--- config.mk ---
export PLATFORM = sky130hd
export DESIGN_NAME = keypad_matrix_scan_flat
export DESIGN_NICKNAME = d
export VERILOG_FILES = /design/src/rtl/keypad_matrix_scan_if.sv /design/src/rtl/keypad_matrix_scan.sv /design/src/flat_wrapper.sv
export SDC_FILE = /design/constraint.sdc
export NUM_CORES = 1
export LEC_CHECK = 0
export CAP_MARGIN = 20
export CORE_MARGIN = 3
export CORE_UTILIZATION = 54
export CTS_CLUSTER_DIAMETER = 120
export CTS_CLUSTER_SIZE = 40
export DETAILED_ROUTE_END_ITERATION = 8
export PLACE_DENSITY_LB_ADDON = 0.12
export SLEW_MARGIN = 10
export SYNTH_ARGS = -nofsm -noshare
export SYNTH_HDL_FRONTEND = slang
export SYNTH_SLANG_ARGS = --single-unit
--- constraint.sdc ---
create_clock -name clk -period 9.2 [get_ports clk]
set_clock_uncertainty 0.05 [all_clocks]
set_input_delay 2.3 -clock clk [delete_from_list [all_inputs] [get_ports clk]]
set_output_delay 2.3 -clock clk [all_outputs]
set_load 0.05 [all_outputs]
--- src/rtl/keypad_matrix_scan_if.sv ---
// keypad_matrix_scan_if
//   Bundles the keypad scanner's matrix and key-event signals.
//   slave  : the scanner (samples scan_en/key_row, drives column strobe and key outputs)
//   master : the surrounding logic / keypad model (drives scan_en and the row returns)
// Signals:
//   scan_en   1  scanning enable
//   key_row   4  row returns, active-high, asynchronous
//   key_col   4  column strobe, one-hot active-high
//   key_code  4  last accepted key {col_idx, row_idx}
//   key_valid 1  one-cycle pulse per accepted key event
//   key_held  1  accepted key currently considered pressed
interface keypad_matrix_scan_if;
  logic       scan_en;
  logic [3:0] key_row;
  logic [3:0] key_col;
  logic [3:0] key_code;
  logic       key_valid;
  logic       key_held;

  modport master (
    output scan_en,
    output key_row,
    input  key_col,
    input  key_code,
    input  key_valid,
    input  key_held
  );

  modport slave (
    input  scan_en,
    input  key_row,
    output key_col,
    output key_code,
    output key_valid,
    output key_held
  );
endinterface

--- src/rtl/keypad_matrix_scan.sv ---
// keypad_matrix_scan
//   Scans a 4x4 key matrix: strobes one column at a time, samples the synchronized row returns
//   into a 16-bit frame snapshot, debounces whole frames and emits one-cycle key events with a
//   4-bit key code {col_idx, row_idx}. Frames with more than one key pressed are never accepted.
// Ports:
//   clk  system clock
//   rst  asynchronous active-high reset
//   bus  keypad_matrix_scan_if.slave (scan_en, key_row in; key_col, key_code, key_valid,
//        key_held out)
// Configuration:
//   KEYPAD_REPEAT_EN  when defined, a held key produces auto-repeat events after REPEAT_DELAY
//                     frames and then every REPEAT_RATE frames.
module keypad_matrix_scan #(
  parameter int unsigned SCAN_DIV        = 4,
  parameter int unsigned DEBOUNCE_FRAMES = 3,
  parameter int unsigned REPEAT_DELAY    = 8,
  parameter int unsigned REPEAT_RATE     = 4
) (
  input logic                 clk,
  input logic                 rst,
  keypad_matrix_scan_if.slave bus
);

  localparam int unsigned DivW = $clog2(SCAN_DIV);
  localparam int unsigned CntW = $clog2(DEBOUNCE_FRAMES + 1);
  localparam logic [DivW-1:0] DivLast = DivW'(SCAN_DIV - 1);
  localparam logic [CntW-1:0] CntDone = CntW'(DEBOUNCE_FRAMES);
  localparam logic [CntW-1:0] CntOne  = CntW'(1);

  // SCAN_DIV >= 3 lets the 2-FF row synchronizer settle within one column dwell.
  localparam bit ParamsOk = (SCAN_DIV >= 3) && (DEBOUNCE_FRAMES >= 1) &&
                            (REPEAT_DELAY >= 1) && (REPEAT_RATE >= 1);

  if (!ParamsOk) begin : gen_param_check
    $error("keypad_matrix_scan: illegal parameter value");
  end

  typedef enum logic [1:0] {StIdle, StDebounce, StPressed, StRelease} state_e;

  // Scan datapath
  logic [3:0]      row_meta_q, row_sync_q;
  logic [DivW-1:0] div_q, div_d;
  logic [1:0]      col_idx_q, col_idx_d;
  logic [3:0]      key_col_q, key_col_d;
  logic [15:0]     snap_q, snap_d;
  logic            tick, frame_end;
  logic [15:0]     frame;
  logic            frame_single;
  logic [3:0]      frame_code;

  // Debounce FSM and outputs
  state_e          state_q, state_d;
  logic [CntW-1:0] cnt_q, cnt_d;
  logic [3:0]      cand_q, cand_d;
  logic            cand_in;
  logic            accept;
  logic            rep_fire;
  logic [3:0]      key_code_q, key_code_d;
  logic            key_valid_q, key_valid_d;
  logic            key_held_q, key_held_d;

  assign tick      = bus.scan_en && (div_q == DivLast);
  assign frame_end = tick && (col_idx_q == 2'd3);

  // The column sampled on this tick is not in snap_q yet, so splice it in for classification.
  always_comb begin
    frame = snap_q;
    frame[{col_idx_q, 2'b00} +: 4] = row_sync_q;
  end

  always_comb begin
    frame_code = 4'd0;
    for (int i = 0; i < 16; i++) begin
      if (frame[i]) frame_code = 4'(i);
    end
    frame_single = (frame != 16'd0) && ((frame & (frame - 16'd1)) == 16'd0);
  end

  assign cand_in = frame[cand_q];

  always_comb begin
    div_d     = div_q;
    col_idx_d = col_idx_q;
    snap_d    = snap_q;
    key_col_d = key_col_q;
    if (!bus.scan_en) begin
      div_d     = '0;
      col_idx_d = 2'd0;
      snap_d    = 16'd0;
      key_col_d = 4'b0000;
    end else begin
      div_d = tick ? '0 : div_q + 1'b1;
      if (tick) begin
        snap_d[{col_idx_q, 2'b00} +: 4] = row_sync_q;
        col_idx_d = col_idx_q + 2'd1;
      end
      key_col_d = 4'b0001 << col_idx_d;
    end
  end

  // State register
  always_ff @(posedge clk or posedge rst) begin
    if (rst) begin
      row_meta_q  <= 4'd0;
      row_sync_q  <= 4'd0;
      div_q       <= '0;
      col_idx_q   <= 2'd0;
      key_col_q   <= 4'b0001;
      snap_q      <= 16'd0;
      state_q     <= StIdle;
      cnt_q       <= '0;
      cand_q      <= 4'd0;
      key_code_q  <= 4'd0;
      key_valid_q <= 1'b0;
      key_held_q  <= 1'b0;
    end else begin
      row_meta_q  <= bus.key_row;
      row_sync_q  <= row_meta_q;
      div_q       <= div_d;
      col_idx_q   <= col_idx_d;
      key_col_q   <= key_col_d;
      snap_q      <= snap_d;
      state_q     <= state_d;
      cnt_q       <= cnt_d;
      cand_q      <= cand_d;
      key_code_q  <= key_code_d;
      key_valid_q <= key_valid_d;
      key_held_q  <= key_held_d;
    end
  end

  // Next-state logic; only frame ends move the FSM
  always_comb begin
    state_d = state_q;
    cnt_d   = cnt_q;
    cand_d  = cand_q;
    accept  = 1'b0;
    if (!bus.scan_en) begin
      state_d = StIdle;
      cnt_d   = '0;
    end else if (frame_end) begin
      unique case (state_q)
        StIdle: begin
          if (frame_single) begin
            cand_d = frame_code;
            if (CntDone == CntOne) begin
              accept  = 1'b1;
              state_d = StPressed;
              cnt_d   = '0;
            end else begin
              state_d = StDebounce;
              cnt_d   = CntOne;
            end
          end
        end
        StDebounce: begin
          if (frame_single && (frame_code == cand_q)) begin
            if (cnt_q + CntOne == CntDone) begin
              accept  = 1'b1;
              state_d = StPressed;
              cnt_d   = '0;
            end else begin
              cnt_d = cnt_q + CntOne;
            end
          end else begin
            state_d = StIdle;
            cnt_d   = '0;
          end
        end
        StPressed: begin
          // Extra keys are ignored; only the accepted key's bit matters here.
          if (!cand_in) begin
            if (CntDone == CntOne) begin
              state_d = StIdle;
              cnt_d   = '0;
            end else begin
              state_d = StRelease;
              cnt_d   = CntOne;
            end
          end
        end
        StRelease: begin
          if (cand_in) begin
            state_d = StPressed;
            cnt_d   = '0;
          end else if (cnt_q + CntOne == CntDone) begin
            state_d = StIdle;
            cnt_d   = '0;
          end else begin
            cnt_d = cnt_q + CntOne;
          end
        end
        default: begin
          state_d = StIdle;
          cnt_d   = '0;
        end
      endcase
    end
  end

`ifdef KEYPAD_REPEAT_EN
  localparam int unsigned RepMax = (REPEAT_DELAY > REPEAT_RATE) ? REPEAT_DELAY : REPEAT_RATE;
  localparam int unsigned RepW   = $clog2(RepMax + 1);
  localparam logic [RepW-1:0] RepDelay = RepW'(REPEAT_DELAY);
  localparam logic [RepW-1:0] RepRate  = RepW'(REPEAT_RATE);

  logic [RepW-1:0] rep_q, rep_d;
  logic            rep_armed_q, rep_armed_d;

  // rep restarts from zero after each repeat; rep_armed selects the initial delay or the rate.
  always_comb begin
    rep_d       = rep_q;
    rep_armed_d = rep_armed_q;
    rep_fire    = 1'b0;
    if (!bus.scan_en || accept) begin
      rep_d       = '0;
      rep_armed_d = 1'b0;
    end else if (frame_end && (state_q == StPressed) && cand_in) begin
      rep_d = rep_q + 1'b1;
      if (rep_d == (rep_armed_q ? RepRate : RepDelay)) begin
        rep_fire    = 1'b1;
        rep_d       = '0;
        rep_armed_d = 1'b1;
      end
    end
  end

  always_ff @(posedge clk or posedge rst) begin
    if (rst) begin
      rep_q       <= '0;
      rep_armed_q <= 1'b0;
    end else begin
      rep_q       <= rep_d;
      rep_armed_q <= rep_armed_d;
    end
  end
`else
  assign rep_fire = 1'b0;
`endif

  // Registered outputs, updated on the edge that closes the frame
  always_comb begin
    key_code_d  = key_code_q;
    key_valid_d = 1'b0;
    if (accept) key_code_d = cand_d;
    if (bus.scan_en) key_valid_d = accept | rep_fire;
    key_held_d = bus.scan_en && ((state_d == StPressed) || (state_d == StRelease));
  end

  assign bus.key_col   = key_col_q;
  assign bus.key_code  = key_code_q;
  assign bus.key_valid = key_valid_q;
  assign bus.key_held  = key_held_q;

endmodule

--- src/flat_wrapper.sv ---
// flat-port wrapper written by rule: the top's interface ports become plain ports
module keypad_matrix_scan_flat 
#(
  parameter int unsigned SCAN_DIV        = 4,
  parameter int unsigned DEBOUNCE_FRAMES = 3,
  parameter int unsigned REPEAT_DELAY    = 8,
  parameter int unsigned REPEAT_RATE     = 4
)
  (clk, rst, bus_scan_en, bus_key_row, bus_key_col, bus_key_code, bus_key_valid, bus_key_held);
  keypad_matrix_scan_if bus_i ();
  input logic clk;
  input logic rst;
  input wire logic [$bits(bus_i.scan_en)-1:0] bus_scan_en;
  input wire logic [$bits(bus_i.key_row)-1:0] bus_key_row;
  output wire logic [$bits(bus_i.key_col)-1:0] bus_key_col;
  output wire logic [$bits(bus_i.key_code)-1:0] bus_key_code;
  output wire logic [$bits(bus_i.key_valid)-1:0] bus_key_valid;
  output wire logic [$bits(bus_i.key_held)-1:0] bus_key_held;
  assign bus_i.scan_en = bus_scan_en;
  assign bus_i.key_row = bus_key_row;
  assign bus_key_col = bus_i.key_col;
  assign bus_key_code = bus_i.key_code;
  assign bus_key_valid = bus_i.key_valid;
  assign bus_key_held = bus_i.key_held;
  keypad_matrix_scan #(.SCAN_DIV(SCAN_DIV), .DEBOUNCE_FRAMES(DEBOUNCE_FRAMES), .REPEAT_DELAY(REPEAT_DELAY), .REPEAT_RATE(REPEAT_RATE)) u_core (.clk(clk), .rst(rst), .bus(bus_i));
endmodule
### Yosys cells after proc, flatten, opt, wreduce, memory -nomap -nowiden

Index checks and enable logic that the tools add are counted.

* register bits: 46
* bits of input ports: 7
* word-level logic and storage cells: 98

* add/subtract/negate cells: 5
* magnitude comparators: 1
* equality and inequality tests: 13
* shifts and indexed selects: 3
* muxes and demuxes: 53
* bitwise gates (word level): 1
* reduce and logical (&&, ||, !) cells: 10

Operators by type and width (number)
* 4-bit 2-to-1 mux: 13
* 2-bit 2-to-1 mux: 22
* 16-bit 2-to-1 mux: 2
* 16-bit bitwise AND: 1
* 16-bit bitwise mux: 1
* 16-bit zero test: 1
* 2-bit one-hot mux with 4 select lines: 2
* 16-bit nonzero test: 1
* 4-bit by 6-bit variable shift with 16-bit output, first input constant: 1
* 4-bit by 6-bit indexed part select with 16-bit output: 1
* 16-bit by 1-bit subtractor with 16-bit output, second input constant: 1
* 2-bit == test, second input constant: 7
* 3-bit 2-to-1 mux: 4
* 1-bit 2-to-1 mux: 8
* 2-bit by 1-bit adder with 2-bit output, second input constant: 3
* 4-bit negator with 6-bit output: 1
* 1-bit logical AND: 5
* 4-bit by 5-bit < comparator with 1-bit output, second input constant: 1
* 1-bit binary-select mux with 4-bit select: 1
* 4-bit == test: 1
* 2-bit by 1-bit != test with 1-bit output, second input constant: 2
* 1-bit by 2-bit << shifter with 4-bit output, first input constant: 1
* 3-bit by 2-bit != test with 1-bit output, second input constant: 1
* 3-bit != test, second input constant: 1
* other kinds (4): 4

### Logic depth before layout (Yosys ltp)

Gate-level depths: netlist (run 1).

* depth in word-level cells: 27
* depth in mapped cells: 14

### Worst setup path before layout (run 1)

Ideal clock, no wire load.

* path kind: input -> register
* start point: input bus_scan_en
* end point: register u_core.key_code_q[3] (netlist: u_core.bus.key_code[3])
* setup time: 0.125 ns
* arrival time: 3.938 ns
* data required time: 9.025 ns
* setup slack: 5.087 ns
* stages: 7
* path buffers: 2
* cell sequence: clkbuf_1 -> and3_1 -> clkbuf_1 -> nand4bb_1 -> nor4_4 -> mux2_2 -> mux2_4

* word-level cells in the longest chain between the ends: 4
* elaborated cells between the ends (all ways): 6
* those cells by class: 4 x mux; 2 x reduce/logical

Ends and longest elaborated chain
* start: declaration: RTL line flat_wrapper.sv:13 `input wire logic [$bits(bus_i.scan_en)-1:0] bus_scan_en;`
* 1-bit logical AND: RTL line keypad_matrix_scan.sv:62 `assign tick = bus.scan_en && (div_q == DivLast);`
* 1-bit logical AND: RTL line keypad_matrix_scan.sv:63 `assign frame_end = tick && (col_idx_q == 2'd3);`
* 4-bit 2-to-1 mux: RTL line keypad_matrix_scan.sv:141 `end else if (frame_end) begin`
* 4-bit 2-to-1 mux *: RTL line keypad_matrix_scan.sv:138 `if (!bus.scan_en) begin`
* via u_core.cand_d[3]: RTL line keypad_matrix_scan.sv:54 `logic [3:0] cand_q, cand_d;`
* end signal: assignment: RTL line keypad_matrix_scan.sv:126 `key_code_q <= key_code_d;`
* end: declaration: RTL line keypad_matrix_scan.sv:58 `logic [3:0] key_code_q, key_code_d;`

The timed path passes the listed nets; every way through them passes the cells marked *.
A chain may end at the register's enable or synchronous reset.

### Worst setup path in the final report (run 1)

* start point: register u_core.col_idx_q[0]
* end point: register u_core.key_code_q[2] (netlist: u_core.bus.key_code[2])

* word-level cells in the longest chain between the ends: 24
* elaborated cells between the ends (all ways): 36
* those cells by class: 2 x add/sub; 2 x eq/ne; 2 x shift; 24 x mux; 1 x bitwise; 5 x reduce/logical

Ends and longest elaborated chain
* start: declaration: RTL line keypad_matrix_scan.sv:43 `logic [1:0] col_idx_q, col_idx_d;`
* start signal: assignment: RTL line keypad_matrix_scan.sv:120 `col_idx_q <= col_idx_d;`
* 4-bit negator with 6-bit output: RTL line keypad_matrix_scan.sv:68 `frame[{col_idx_q, 2'b00} +: 4] = row_sync_q;`
* 4-bit by 6-bit indexed part select with 16-bit output or 4-bit by 6-bit variable shift with 16-bit output (tied branches): RTL line keypad_matrix_scan.sv:68
* 16-bit bitwise mux: RTL line keypad_matrix_scan.sv:68
* 1-bit 2-to-1 mux: RTL line keypad_matrix_scan.sv:74 `if (frame[i]) frame_code = 4'(i);`
* 2-bit 2-to-1 mux (2 in series): RTL line keypad_matrix_scan.sv:74
* 3-bit 2-to-1 mux (4 in series): RTL line keypad_matrix_scan.sv:74
* 4-bit 2-to-1 mux (8 in series): RTL line keypad_matrix_scan.sv:74
* 4-bit == test: RTL line keypad_matrix_scan.sv:157 `if (frame_single && (frame_code == cand_q)) begin`
* 1-bit logical AND: RTL line keypad_matrix_scan.sv:157
* 1-bit 2-to-1 mux: RTL line keypad_matrix_scan.sv:157
* 1-bit 2-to-1 mux: RTL line keypad_matrix_scan.sv:142 `unique case (state_q)`
* 1-bit 2-to-1 mux: RTL line keypad_matrix_scan.sv:141
* 1-bit 2-to-1 mux: RTL line keypad_matrix_scan.sv:138

Parallel ways exist; a longest one is shown, timed or not.

==> impl_results.md, run 1 <==
- Net count after synthesis: 334
- Share of cells above drive strength 1: 15.9%
- Routability cong.: 0.888
- CP endpoint kind: flop
- Critical path depth: 10
- Final hold viol count: 0
- CTS Sinks: 46
- Hold buffers post-CTS: 0
- Top_reg_cell synth: dfrtp_1
- Critical-path maximum fanout: 20
- Root buffer selected by CTS: clkbuf_8
- Total gr overflow: 0
- Wire length per cell: 17.6 µm
- Fmax: 223 MHz
- Hold Path Class: flop to flop
- Fill count: 468
- Antenna Cells: 0
- Metal2 WL: 3140 µm
- Dpl hpwl: 4930 µm
- Yosys cell types: 76
- Placement Cell Area: 0.00331 mm²
- FF+latch count, synth: 46
- Largest net degree at the start of global routing: 47
- Utilization after layout: 61.4%
- EDFF count, synth: 0
- Syn_area_per_cell: 9.78 µm²
- WS Path Type: flop to flop
- Design area: 0.00342 mm²
- Critical Path, Cell by Cell: inv_2 > ha_1 > nor2_2 > a31oi_2 > nand4_4 > nor4_2 > o22ai_2 > nor4_4 > and4_1 > mux2_4
- PD cells: 154 mW/mm²
- Total number of nets in the final design: 338
- Std-Cell Rows: 27
- CTS resizes: 0
- Vias: 2472
- Met3 wire len: 355 µm
- CP Launch Type: flop
- Setup TNS: 0 ns
- Post-layout min period: 4.48 ns
- Ratio of final minimum period to clock period: 48.7%
- Initial Util: 56.5%
- Max-cap violations: 0
- Slew HR: 38.8%
- Max clock buf depth: 2
- Core area: 0.00557 mm²
- Setup-failing EPs final: 0
- Highest metal used: met4
- Cells on worst reg2reg path: 10
- Worst path arrival time: 4.62 ns
- First-pass GRT wire length: 12000 µm
- Max VDD drop: 0.0759 mV
- TritonCTS clock tree: yes
- Post-synthesis sequential area ratio: 36.6%
- Min Hold Slack: 0.307 ns
- Pre-antenna DRT Iters: 5
- CP delay by family, top: simple AND/OR/NAND/NOR gates
- Postcts setup bufs: 0
- Ys Warns: 0
- PortBufs: 16
- Pins Over Slew Limit: 0
- RSZ-0062 raised after global routing: no
- Total track usage: 23.3%
- Clk_lat worst skew: 0.31 ns
- Crit path required time: 9.34 ns
- DIE HEIGHT: 82.4 µm
- Worst Hold Depth: 0
- Die W: 82.4 µm
- WL met1: 3420 µm
- Drt first-iter violations: 218
- Mapped Cells: 322
- CP max stage cell: dfrtp_1
- Top-Level Pins: 17
- DRC: 0
- Buf/Inv on CP: 1
- Clk slew on worst S/H paths: 0.09 ns
- Max incr delay on CP: 0.83 ns
- Vias in the first global route: 2380
- Status: finished, final reports clean
- Antenna-violating nets left: 0
- Measured slew at the worst slew-check pin: 0.916 ns
- Area growth, synth to finish: 8.62%
- Fraction of synthesis flops using an asynchronous set or reset pin: 100%
- Htree depth: 2
- Total CTS buffers: 5
- Static Leakage: 1.33 nW
- DR vias/cell: 6.20
- Die ar.: 0.00679 mm²
- Initial antenna violation count: 0
- Final wirelength: 7020 µm
- Mapped cell area: 0.00315 mm²
==> cells in the mapped netlist, types with 2 or more instances <==
cell type | number | share of area [%]
a211oi_1 | 17 | 4.1
buf_2 | 3 | 0.48
clkbuf_1 | 10 | 1.2
nand2_1 | 15 | 1.8
nor2_1 | 43 | 5.1
buf_6 | 2 | 0.71
and2_1 | 8 | 1.6
nand4b_1 | 2 | 0.56
mux4_2 | 2 | 1.4
nor3_1 | 7 | 1.1
o22ai_1 | 9 | 1.8
nand4bb_1 | 3 | 1.1
nor4_4 | 2 | 1.4
mux2_2 | 5 | 1.8
a2111oi_0 | 2 | 0.56
and4_1 | 2 | 0.56
nor4_1 | 3 | 0.60
nand3_1 | 5 | 0.79
o21ai_0 | 3 | 0.48
nand2b_1 | 7 | 1.4
nor2_2 | 2 | 0.40
nand4_1 | 2 | 0.40
a31o_2 | 4 | 1.1
mux2_4 | 5 | 2.4
and2b_1 | 3 | 0.71
a31oi_2 | 3 | 1.2
a31oi_4 | 3 | 2.0
o221ai_1 | 2 | 0.56
nor4_2 | 3 | 1.2
mux2i_1 | 2 | 0.64
a31oi_1 | 8 | 1.6
a21oi_1 | 12 | 1.9
nor2b_1 | 17 | 3.4
o22ai_2 | 2 | 0.79
o22a_1 | 3 | 0.83
and3_1 | 2 | 0.40
dfrtp_1 | 45 | 36
inv_1 | 4 | 0.48
buf_1 | 2 | 0.24
ha_1 | 5 | 2.0
nor3b_1 | 3 | 0.71
buf_4 | 2 | 0.48
a21o_1 | 4 | 0.95
xnor2_1 | 2 | 0.56
==> worst register-to-register path, cell delays in order (launching register included) <==
cell	delay [ns]
dfrtp_1	0.83
inv_2	0.15
ha_1	0.68
nor2_2	0.17
a31oi_2	0.49
nand4_4	0.25
nor4_2	0.33
o22ai_2	0.19
nor4_4	0.42
and4_1	0.47
mux2_4	0.33
==> stage by stage <==
stage / power [W] / std cells / setup slack (ns)
6_report: 0.000527 / 399 / 4.72
5_1_grt: 0.000554 / 399 / 4.45
4_1_cts: 0.000529 / 399 / 4.78
3_5_place_dp: 0.000371 / 391 / 4.58
3_3_place_gp: 0.000370 / 391 / 4.60
2_1_floorplan: 0.000342 / 322 / 5.09
==> cells in the final DEF (no fill, tap or decap), types with 3 or more instances in the layout <==
master / instances
dfrtp_1: 45
nor2_1: 43
nor2b_1: 17
a211oi_1: 17
clkdlybuf4s50_1: 16
nand2_1: 15
a21oi_1: 12
o22ai_1: 9
and2_1: 8
a31oi_1: 8
nor3_1: 7
nand2b_1: 7
clkbuf_8: 6
nand3_1: 5
mux2_4: 5
mux2_2: 5
ha_1: 5
a21o_1: 4
a31o_2: 4
a31oi_2: 3
inv_1: 3
a31oi_4: 3
nor4_2: 3
nand4bb_1: 3
nor4_1: 3
o22a_1: 3
and2b_1: 3
nor3b_1: 3
o21ai_0: 3
==> cell type report <==
class	instances	area, µm²	area share (%)
multi-input cells	251	1880	54.8
flip-flops and latches	46	1150	33.7
repair buffers	17	168	4.90
well taps	72	90.1	2.63
clock buffers	7	86.3	2.52
clock inverters	1	30.0	0.878
inverters	5	18.8	0.548
==> path summary, 6_finish.rpt <==
kind / startpoint / end / slack [ns]
setup / recovery: u_core.col_idx_q[0] / u_core.bus.key_code[2] / 4.72
hold / removal: u_core.row_meta_q[3] / u_core.row_sync_q[3] / 0.31
setup reg to reg: u_core.col_idx_q[0] / u_core.bus.key_code[2] / 4.72
hold reg to reg: u_core.row_meta_q[3] / u_core.row_sync_q[3] / 0.31
max in group asynchronous: rst / u_core.snap_q[10] / 6.07
min in group asynchronous: rst / u_core.snap_q[6] / 2.46
==> registers in the layout, indices dropped and copies added (netlist names) <==
| register | cells |
|---|---|
| u_core.cand_q | 4 |
| u_core.row_meta_q | 4 |
| u_core.bus.key_code | 4 |
| u_core.state_q | 2 |
| u_core.cnt_q | 2 |
| u_core.snap_q | 16 |
| u_core.bus.key_valid | 1 |
| u_core.col_idx_q | 2 |
| u_core.bus.key_col | 4 |
| u_core.div_q | 2 |
| u_core.bus.key_held | 1 |
| u_core.row_sync_q | 4 |
==> kinds of logic (layout without fill, tap and decap cells) <==
group,after synthesis,in the layout,share of synthesized area [%]
AND/OR/NAND/NOR,135,135,25.2
multiplexers,15,15,6.67
XOR/XNOR,2,2,0.556
adder cells (fa/ha/maj),5,5,1.99
buffers and inverters,25,30,3.85
flip-flops,46,46,36.6
AO/OA/AOI/OAI,94,94,25.1
==> per-layer routing <==
| metal | GRT usage [%] | up-vias |
|---|---|---|
| met5 | 0 | - |
| met4 | 8.31 | 0 |
| met1 | 34.3 | 1182 |
| met2 | 34.2 | 64 |
| met3 | 3.90 | 7 |
| li1 | - | 1219 |
==> power breakdown <==
group          total (W)  leakage (nW)  switching [W]  internal [W]
Clock           0.000157        0.0585      0.0000688     0.0000886
Combinational   0.000149         0.660      0.0000902     0.0000585
Sequential      0.000221         0.609     0.00000965      0.000211
Total           0.000527          1.33       0.000169      0.000358
Note: power is estimated with default switching activity, not from simulation.
==> inputs of run 2 (changes only) <==
==> constraint.sdc (replaced) <==
create_clock -name clk -period 4.19 [get_ports clk]
set_clock_uncertainty 0.05 [all_clocks]
set_input_delay 1.0475 -clock clk [delete_from_list [all_inputs] [get_ports clk]]
set_output_delay 1.0475 -clock clk [all_outputs]
set_load 0.05 [all_outputs]
==> impl_results.md, run 2 (synthesis results as in run 1) <==
- Post-Layout Cell Count: 403
- Hold buffers post-CTS: 0
- Cell internal pwr: 0.000774 W
- RSZ-0062 raised after global routing: no
- Area growth, synth to finish: 9.37%
- Initial Util: 56.5%
- Measured slew at the worst slew-check pin: 0.926 ns
- Final worst setup slack: 0.323 ns
- Max FFs per register: 16
- Commonest non-fill, non-tap cells in the layout: dfrtp_1, nor2_1, nor2b_1, a211oi_1, clkdlybuf4s50_1
- Crit path required time: 4.33 ns
- Max incr delay on CP: 0.57 ns
- Overall power: 0.00115 W
- First-pass GRT wire length: 12200 µm
- Routability cong.: 0.924
- Root buffer selected by CTS: clkbuf_8
- Status: finished, final reports clean
- Total gr overflow: 0
- Max-cap violations: 0
- Antenna Cells: 0
- DIE HEIGHT: 82.4 µm
- Vias: 2541
- Total track usage: 23.4%
- Critical Path, Cell by Cell: inv_1 > ha_1 > and2b_1 > a31oi_1 > nand3_1 > o31ai_1 > o22ai_2 > nor4_4 > and4_1 > mux2_4
- Cells on worst reg2reg path: 10
- Total number of nets in the final design: 342
- Highest metal used: met4
- Switching share of power: 32.7%
- Dpl hpwl: 5160 µm
- DR vias/cell: 6.31
- Slew HR: 38.2%
- Fmax: 259 MHz
- Hold Path Class: flop to flop
- Sequential share of power: 41.8%
- CP Launch Type: flop
- Max clock buf depth: 2
- CTS Sinks: 46
- Critical R2R Launch: u_core.col_idx_q[1]
- Hold EP: u_core.row_sync_q[3]
- Die ar.: 0.00679 mm²
- Postcts setup bufs: 0
- Drt first-iter violations: 341
- Switch Pwr: 0.000375 W
- Initial antenna violation count: 0
- Final wirelength: 7100 µm
- Std-Cell Rows: 27
- Inst Count DP: 395
- Metal2 WL: 3090 µm
- WL met1: 3520 µm
- Setup TNS: 0 ns
- Htree depth: 2
- CTS resizes: 0
- Setup-failing EPs final: 0
- PortBufs: 16
- Reg2Reg Setup Slack: 0.32 ns
- Total CTS buffers: 5
- Hold Crit Start: u_core.row_meta_q[3]
- Vias in the first global route: 2383
- Worst Hold Depth: 0
- R2r endpoint: u_core.bus.key_code[1]
- Final hold viol count: 0
- Met3 wire len: 382 µm
- Antenna-violating nets left: 0
- Largest Register: u_core.snap_q
- Most common cell after layout, fill and taps aside: dfrtp_1
- Combinational share of power: 29.4%
- DRC: 0
- Ratio of final minimum period to clock period: 92.3%
- Static Leakage: 1.34 nW
- Share of cells above drive strength 1: 16.9%
- Pre-antenna DRT Iters: 4
- Core area: 0.00557 mm²
- Wire length per cell: 17.6 µm
- Clk_lat worst skew: 0.30 ns
- Worst path arrival time: 4.01 ns
- Clk slew on worst S/H paths: 0.09 ns
- WS Path Type: flop to flop
- Max VDD drop: 0.201 mV
- Critical-path maximum fanout: 16
- Pre-CTS setup slack: 0.373 ns
- Post-layout min period: 3.87 ns
- Clock power frac: 28.9%
- Largest net degree at the start of global routing: 47
- Top-Level Pins: 17
- Pins Over Slew Limit: 0
- Utilization after layout: 61.8%
- TritonCTS clock tree: yes
- CP endpoint kind: flop
- PD cells: 334 mW/mm²
- CP max stage cell: ha_1
- Die W: 82.4 µm
-- run 2: changes by cell type in the layout (fill, tap and decap cells not counted) --
cell / before / now
buf_4: 1 / 5
clkbuf_8: 6 / 5
clkinvlp_4: 0 / 1
-- run 2: critical path, delay by kind of cell, from the launching register on --
family                     cells  cell delay [ns]
adders and majority gates      1             0.57
DFF                            1             0.44
muxes                          1             0.33
AOI/OAI and AO/OA              3             0.98
buffers and inverters          1             0.10
and+or+nand+nor                4             1.28
-- run 2: worst max path at each step --
| stage | start | to | slack, ns | cells past startpoint |
|---|---|---|---|---|
| after global placement | u_core.col_idx_q[1] | u_core.bus.key_code[1] | 0.46 | 10 |
| final | u_core.col_idx_q[1] | u_core.bus.key_code[1] | 0.32 | 10 |
| after CTS | u_core.col_idx_q[1] | u_core.bus.key_code[1] | 0.36 | 10 |
| after floorplan | u_core.col_idx_q[0] | u_core.bus.key_code[0] | 0.77 | 13 |
| after global routing | u_core.col_idx_q[1] | u_core.bus.key_code[1] | 0.10 | 10 |
| after detailed placement | u_core.col_idx_q[1] | u_core.bus.key_code[2] | 0.37 | 10 |
-- run 2: stage by stage --
stage / hold WS [ns] / cell area (µm²)
global route: 0.317 / 3450
detailed placement: 0.289 / 3340
CTS: 0.310 / 3450
global placement: 0.282 / 3340
finish: 0.306 / 3450
floorplan: 0.281 / 3150
-- run 2: final cells by class --
class	count	area, µm²
clock buffer	6	72.6
clock inverter	2	37.5
fill	482	2130
inverter	5	18.8
multi-input combinational	251	1880
sequential	46	1150
tap	72	90.1
timing repair buffer	21	198
-- run 2: metal layers --
metal | vias up | GRT usage (%)
li1 | 1229 | -
met3 | 10 | 3.80
met4 | 0 | 6.64
met2 | 79 | 33.6
met1 | 1223 | 36.1
met5 | - | 0
-- run 2: power groups by stage --
stage / clock network, W / logic [W] / registers [W]
after floorplan: 0 / 0.000260 / 0.000491
after global placement: 0 / 0.000332 / 0.000488
after detailed placement: 0 / 0.000333 / 0.000489
after CTS: 0.000341 / 0.000335 / 0.000480
after global routing: 0.000358 / 0.000372 / 0.000483
final: 0.000332 / 0.000338 / 0.000480
